===== src/rtl/multicycle_control.sv =====
// -----------------------------------------------------------------------------
// multicycle_control
//
// Main control FSM for the multicycle RV32I datapath. It sequences each
// instruction through fetch, decode, execute and writeback, issues the ALU
// operation code and operand selects, and traps on unsupported encodings.
//
// Supported instructions: lw, sw, R-type ALU, I-type ALU, beq, jal.
// ALU codes: AND 0000, OR 0001, ADD 0010, SUB 0110, SLT 0111.
//
// Ports
//   i_clk          clock
//   i_rst_n        synchronous active-low reset
//   i_opcode       instruction register [6:0]
//   i_funct3       instruction register [14:12]
//   i_funct7b5     instruction register [30]
//   i_zero         ALU zero flag (used by beq)
//   i_mem_ready    memory completes the current access this cycle
//   o_pc_write     PC load enable
//   o_adr_src      memory address select: 0 = PC, 1 = ALUOut
//   o_ir_write     instruction register / oldPC load
//   o_mem_write    memory write request
//   o_reg_write    register file write enable
//   o_result_src   00 = ALUOut, 01 = read data, 10 = ALU result
//   o_alu_src_a    00 = PC, 01 = oldPC, 10 = rs1
//   o_alu_src_b    00 = rs2, 01 = immediate, 10 = constant 4
//   o_alu_control  ALU operation code
//   o_instr_done   one-cycle pulse in an instruction's final cycle
//   o_illegal      high while trapped
//   o_state        current state, for debug and verification
// -----------------------------------------------------------------------------
module multicycle_control #(
  parameter logic [3:0] RESET_STATE = 4'd0
) (
  input  logic       i_clk,
  input  logic       i_rst_n,
  input  logic [6:0] i_opcode,
  input  logic [2:0] i_funct3,
  input  logic       i_funct7b5,
  input  logic       i_zero,
  input  logic       i_mem_ready,
  output logic       o_pc_write,
  output logic       o_adr_src,
  output logic       o_ir_write,
  output logic       o_mem_write,
  output logic       o_reg_write,
  output logic [1:0] o_result_src,
  output logic [1:0] o_alu_src_a,
  output logic [1:0] o_alu_src_b,
  output logic [3:0] o_alu_control,
  output logic       o_instr_done,
  output logic       o_illegal,
  output logic [3:0] o_state
);

  typedef enum logic [3:0] {
    StFetch    = 4'd0,
    StDecode   = 4'd1,
    StMemAdr   = 4'd2,
    StMemRead  = 4'd3,
    StMemWb    = 4'd4,
    StMemWrite = 4'd5,
    StExecR    = 4'd6,
    StExecI    = 4'd7,
    StAluWb    = 4'd8,
    StBeq      = 4'd9,
    StJal      = 4'd10,
    StTrap     = 4'd11
  } state_e;

  localparam logic [6:0] OpLoad  = 7'b0000011;
  localparam logic [6:0] OpStore = 7'b0100011;
  localparam logic [6:0] OpRType = 7'b0110011;
  localparam logic [6:0] OpIType = 7'b0010011;
  localparam logic [6:0] OpBeq   = 7'b1100011;
  localparam logic [6:0] OpJal   = 7'b1101111;

  localparam logic [3:0] AluAnd = 4'b0000;
  localparam logic [3:0] AluOr  = 4'b0001;
  localparam logic [3:0] AluAdd = 4'b0010;
  localparam logic [3:0] AluSub = 4'b0110;
  localparam logic [3:0] AluSlt = 4'b0111;

  state_e     r_state;
  state_e     w_next_state;

  // Raw decodes before the reset-cycle gating of the enables.
  logic       w_pc_write;
  logic       w_ir_write;
  logic       w_mem_write;
  logic       w_reg_write;
  logic       w_instr_done;
  logic       w_illegal;

  // ALU function decode shared by the register and immediate forms.
  logic [3:0] w_alu_funct;
  logic       w_funct_ok;
  logic       w_use_f7;

  always_ff @(posedge i_clk) begin
    if (!i_rst_n) begin
      r_state <= state_e'(RESET_STATE);
    end else begin
      r_state <= w_next_state;
    end
  end

  // funct7b5 selects SUB only for the register form; addi has no SUB.
  assign w_use_f7 = (r_state == StExecR);

  always_comb begin
    w_alu_funct = AluAdd;
    w_funct_ok  = 1'b1;
    case (i_funct3)
      3'b000:  w_alu_funct = (w_use_f7 && i_funct7b5) ? AluSub : AluAdd;
      3'b010:  w_alu_funct = AluSlt;
      3'b110:  w_alu_funct = AluOr;
      3'b111:  w_alu_funct = AluAnd;
      default: w_funct_ok  = 1'b0;
    endcase
  end

  always_comb begin
    w_next_state  = r_state;
    w_pc_write    = 1'b0;
    w_ir_write    = 1'b0;
    w_mem_write   = 1'b0;
    w_reg_write   = 1'b0;
    w_instr_done  = 1'b0;
    w_illegal     = 1'b0;
    o_adr_src     = 1'b0;
    o_result_src  = 2'b00;
    o_alu_src_a   = 2'b00;
    o_alu_src_b   = 2'b00;
    o_alu_control = AluAdd;

    case (r_state)
      StFetch: begin
        o_alu_src_b  = 2'b10;
        o_result_src = 2'b10;
        w_ir_write   = i_mem_ready;
        w_pc_write   = i_mem_ready;
        if (i_mem_ready) w_next_state = StDecode;
      end
      StDecode: begin
        // Precompute the branch target into ALUOut.
        o_alu_src_a = 2'b01;
        o_alu_src_b = 2'b01;
        case (i_opcode)
          OpLoad, OpStore: w_next_state = StMemAdr;
          OpRType:         w_next_state = StExecR;
          OpIType:         w_next_state = StExecI;
          OpBeq:           w_next_state = StBeq;
          OpJal:           w_next_state = StJal;
          default:         w_next_state = StTrap;
        endcase
      end
      StMemAdr: begin
        o_alu_src_a  = 2'b10;
        o_alu_src_b  = 2'b01;
        w_next_state = (i_opcode == OpStore) ? StMemWrite : StMemRead;
      end
      StMemRead: begin
        o_adr_src = 1'b1;
        if (i_mem_ready) w_next_state = StMemWb;
      end
      StMemWb: begin
        o_result_src = 2'b01;
        w_reg_write  = 1'b1;
        w_instr_done = 1'b1;
        w_next_state = StFetch;
      end
      StMemWrite: begin
        o_adr_src    = 1'b1;
        w_mem_write  = 1'b1;
        w_instr_done = i_mem_ready;
        if (i_mem_ready) w_next_state = StFetch;
      end
      StExecR: begin
        o_alu_src_a   = 2'b10;
        o_alu_src_b   = 2'b00;
        o_alu_control = w_alu_funct;
        w_next_state  = w_funct_ok ? StAluWb : StTrap;
      end
      StExecI: begin
        o_alu_src_a   = 2'b10;
        o_alu_src_b   = 2'b01;
        o_alu_control = w_alu_funct;
        w_next_state  = w_funct_ok ? StAluWb : StTrap;
      end
      StAluWb: begin
        o_result_src = 2'b00;
        w_reg_write  = 1'b1;
        w_instr_done = 1'b1;
        w_next_state = StFetch;
      end
      StBeq: begin
        o_alu_src_a   = 2'b10;
        o_alu_src_b   = 2'b00;
        o_alu_control = AluSub;
        o_result_src  = 2'b00;
        if (i_funct3 == 3'b000) begin
          w_pc_write   = i_zero;
          w_instr_done = 1'b1;
          w_next_state = StFetch;
        end else begin
          w_next_state = StTrap;
        end
      end
      StJal: begin
        // ALU forms the link value while the PC loads the target from ALUOut.
        o_alu_src_a  = 2'b01;
        o_alu_src_b  = 2'b10;
        o_result_src = 2'b00;
        w_pc_write   = 1'b1;
        w_next_state = StAluWb;
      end
      default: begin
        // StTrap and the unused encodings 12-15 park here until reset.
        w_illegal    = 1'b1;
        w_next_state = StTrap;
      end
    endcase
  end

  // A reset cycle must never commit architectural state.
  assign o_pc_write   = w_pc_write & i_rst_n;
  assign o_ir_write   = w_ir_write & i_rst_n;
  assign o_mem_write  = w_mem_write & i_rst_n;
  assign o_reg_write  = w_reg_write & i_rst_n;
  assign o_instr_done = w_instr_done & i_rst_n;
  assign o_illegal    = w_illegal & i_rst_n;
  assign o_state      = r_state;

endmodule


===== config.mk =====
export PLATFORM = sky130hd
export DESIGN_NAME = multicycle_control
export DESIGN_NICKNAME = d
export VERILOG_FILES = /design/src/rtl/multicycle_control.sv
export SDC_FILE = /design/constraint.sdc
export NUM_CORES = 1
export LEC_CHECK = 0
export CORE_ASPECT_RATIO = 1.1
export CORE_MARGIN = 2
export CORE_UTILIZATION = 38
export DETAILED_ROUTE_END_ITERATION = 8
export GPL_TIMING_DRIVEN = 1
export MAX_ROUTING_LAYER = met4
export PLACE_DENSITY = 0.76
export SETUP_SLACK_MARGIN = 0.05
export SLEW_MARGIN = 5
export SYNTH_ARGS = -nofsm -noshare
export SYNTH_HDL_FRONTEND = slang
export SYNTH_SLANG_ARGS = --single-unit

===== constraint.sdc =====
create_clock -name i_clk -period 1.85 [get_ports i_clk]
set_input_delay 0.37 -clock i_clk [delete_from_list [all_inputs] [get_ports i_clk]]
set_output_delay 0.37 -clock i_clk [all_outputs]
set_load 0.03 [all_outputs]

==> qor.csv <==
metric,value,unit
status,finished with violations,
violations,setup timing,
max_freq,523,MHz
holdPathStages,3,
power_density,1570,nW/um^2
netlist_area,667,sq um
min_period,1910,ps
async_reset_ff_share,0,%
dr.pass1.iters,4,
cpPeakStageDelay,360,ps
ys_seq_area_share,12.0,%
r2r-start,o_state[0]$_SDFFE_PN0P_,
cts_made_buffers,3,
ys_ff_latch,4,
grt_use_total,26.9,%
clk_pin_slew_worst_paths,50,ps
io_buffers,34,
slowest_stage,dfxtp_4,
synth_edf_count,0,
p_comb_share,84.7,%
cts-root-buf,clkbuf_4,
r2r_slack,180,ps
cp_cell_sequence,and2b_2 -> a31oi_2 -> mux2_4 -> nor3b_4 -> buf_6,
setup_viol,1,
clkLatencyLatePin,250,ps
synthSimpleGateAreaFrac,36.6,%
rows,15,
crit_arrival,1540,ps
grt_overflow,0,
final_layout_size_suffix_gt1_share,52.6,%
synthAdderAreaFrac,0,%
critical_path_required,1480,ps
yosys_warnings,0,
worstHoldStart,i_mem_ready,
end_kind,output port,
stdcell_area,1410,sq um
io_pins,36,
period_share,103,%
finalHoldViolations,0,
ys_types,40,
cts_sinks,4,
via_per_inst,6.21,
wl,3250,microns
whs_endpoint,o_state[2]$_SDFFE_PN0P_,
postSynthAreaPerCell,6.88,sq um
antenna_found_initial,0,
fp.dieW,43.9,microns
synth_top_family_by_area,simple AND/OR/NAND/NOR gates,
finalSetupTns,-61.7,ps
die_area,2110,sq um
leakagePower,0.611,nW
crit_type,flop to output port,
coreArea,1610,sq um
irDropWorstVdd,1.19,mV
power_frac_clock,5.8,%
cts_hold_buf,0,
layout_commonest_cell,buf_4,
dpl.hpwl,1890,microns
post-route-drc-count,0,
htree_num_levels,1,
syn_to_final_growth,111,%
dr.first_iter.drc_count,31,
sequentialPowerShare,9.5,%
num_vias,1074,
setup_slack,-61.7,ps
syn_nets,112,
die_h,47.9,microns
rsz0062_at_grt,yes,
power,0.00221,W
synth-xor-area-share,5.25,%
clock_path_buffers,2,
num_antenna_cells,0,
largest_reg_flops,4,
switchingPower,0.00111,W
initial_core_util,41.3,%
r2r-end,o_state[1]$_SDFFE_PN0P_,
post-route-util,87.1,%
nNetsFinal,172,
cp-start-kind,flop,
finClkSkew,15.3,ps
first_global_vias,913,
synth_flop_cell,dfxtp_1,
crit_path_start,o_state[1]$_SDFFE_PN0P_,
grt_max_degree,16,
hold_class,primary input to flop,
place_congestion,0.814,
synth-compound-area-share,31.5,%
synthCells,97,
crit_family,simple AND/OR/NAND/NOR gates,
ff2ff_path_depth,6,
placed_area,1140,sq um
slew_viol_final,0,
p_int,0.00110,W
wl_per_cell,18.8,microns
maxCapViolations,0,
crit_fanout,6,
cts_tree,yes,
synth_mux_area_share,5.07,%
switching_share,50.3,%
final_cell_mix,"buf_4, clkdlybuf4s50_1, nand2_1",
fillCellCount,94,
grt_pass1_wl,4060,microns
critPathBufInv,1,
antenna_left,0,
worst min-delay path: cells and delay by family:
kind | cells | cell delay, ps
buffers and inverters | 2 | 390
AOI/OAI and AO/OA | 1 | 100
Yosys cell counts (all sizes together), types with 2 or more instances:
cell type | instances | share of area [%]
a21oi | 10 | 7.5
nand2 | 9 | 5.1
nor2 | 7 | 3.9
buf | 6 | 5.6
nand2b | 5 | 4.7
o21ai | 5 | 3.8
dfxtp | 4 | 12
nor3 | 4 | 3.0
clkbuf | 3 | 1.7
inv | 3 | 1.7
mux2 | 3 | 5.1
xor2 | 3 | 3.9
a211o | 2 | 2.6
a211oi | 2 | 2.3
a31oi | 2 | 1.9
nand3b | 2 | 2.3
nand4 | 2 | 1.9
nor2b | 2 | 1.9
nor3b | 2 | 3.0
o31ai | 2 | 2.3
o41ai | 2 | 2.6
or3 | 2 | 1.9
what timing repair did:
action                                  CTS  global route
buffers inserted                          4             8
pin swaps                                 2             8
gates cloned                              0             1
endpoints found under the setup margin   12             9
gates resized for setup                  18            21
power by group through the flow:
stage	clock (W)	combinational [W]	sequential, W
CTS	0.000126	0.00147	0.000208
floorplan	0	0.000897	0.000223
global placement	0	0.00137	0.000205
global route	0.000139	0.00197	0.000214
detailed placement	0	0.00139	0.000206
finish	0.000127	0.00187	0.000210
cell families after synthesis:
kind of cell	count (synthesis)
compound gates	31
xor+xnor	4
buf+inv	12
flops	4
mux	3
other cells	1
simple gates	42
metrics by stage:
step,hold slack [ps],worst slack [ps],std cells
finish,691,-61.7,173
global route,712,-101,173
CTS,672,-37.5,164
detailed placement,796,-290,156
global placement,805,-294,156
floorplan,608,-42.2,97
area by class of cell:
type	instances	area (sq um)	area share (%)
clock buffer	4	26.3	1.87
timing repair buffer	64	597	42.4
sequential	4	95.1	6.76
tap	17	21.3	1.51
multi-input combinational	81	656	46.6
inverter	3	11.3	0.801
per-layer routing:
| layer | vias up | global-route usage [%] | share of wire [%] |
|---|---|---|---|
| met4 | 0 | 15.2 | 4.3 |
| met1 | 508 | 31.6 | 36 |
| met5 | - | - | 0 |
| met3 | 19 | 3.77 | 8.3 |
| li1 | 477 | - | - |
| met2 | 70 | 44.4 | 51 |
worst max-delay path by stage:
| stage | endpoint | slack, ps | cells after the start |
|---|---|---|---|
| 6_report | o_pc_write | -60 | 5 |
| 5_1_grt | o_pc_write | -100 | 5 |
| 4_1_cts | o_instr_done | -40 | 5 |
| 3_5_place_dp | o_pc_write | -290 | 6 |
| 3_3_place_gp | o_pc_write | -290 | 6 |
| 2_1_floorplan | o_alu_src_b[1] | -40 | 4 |
No activity file was read; power rests on OpenSTA's default activity.
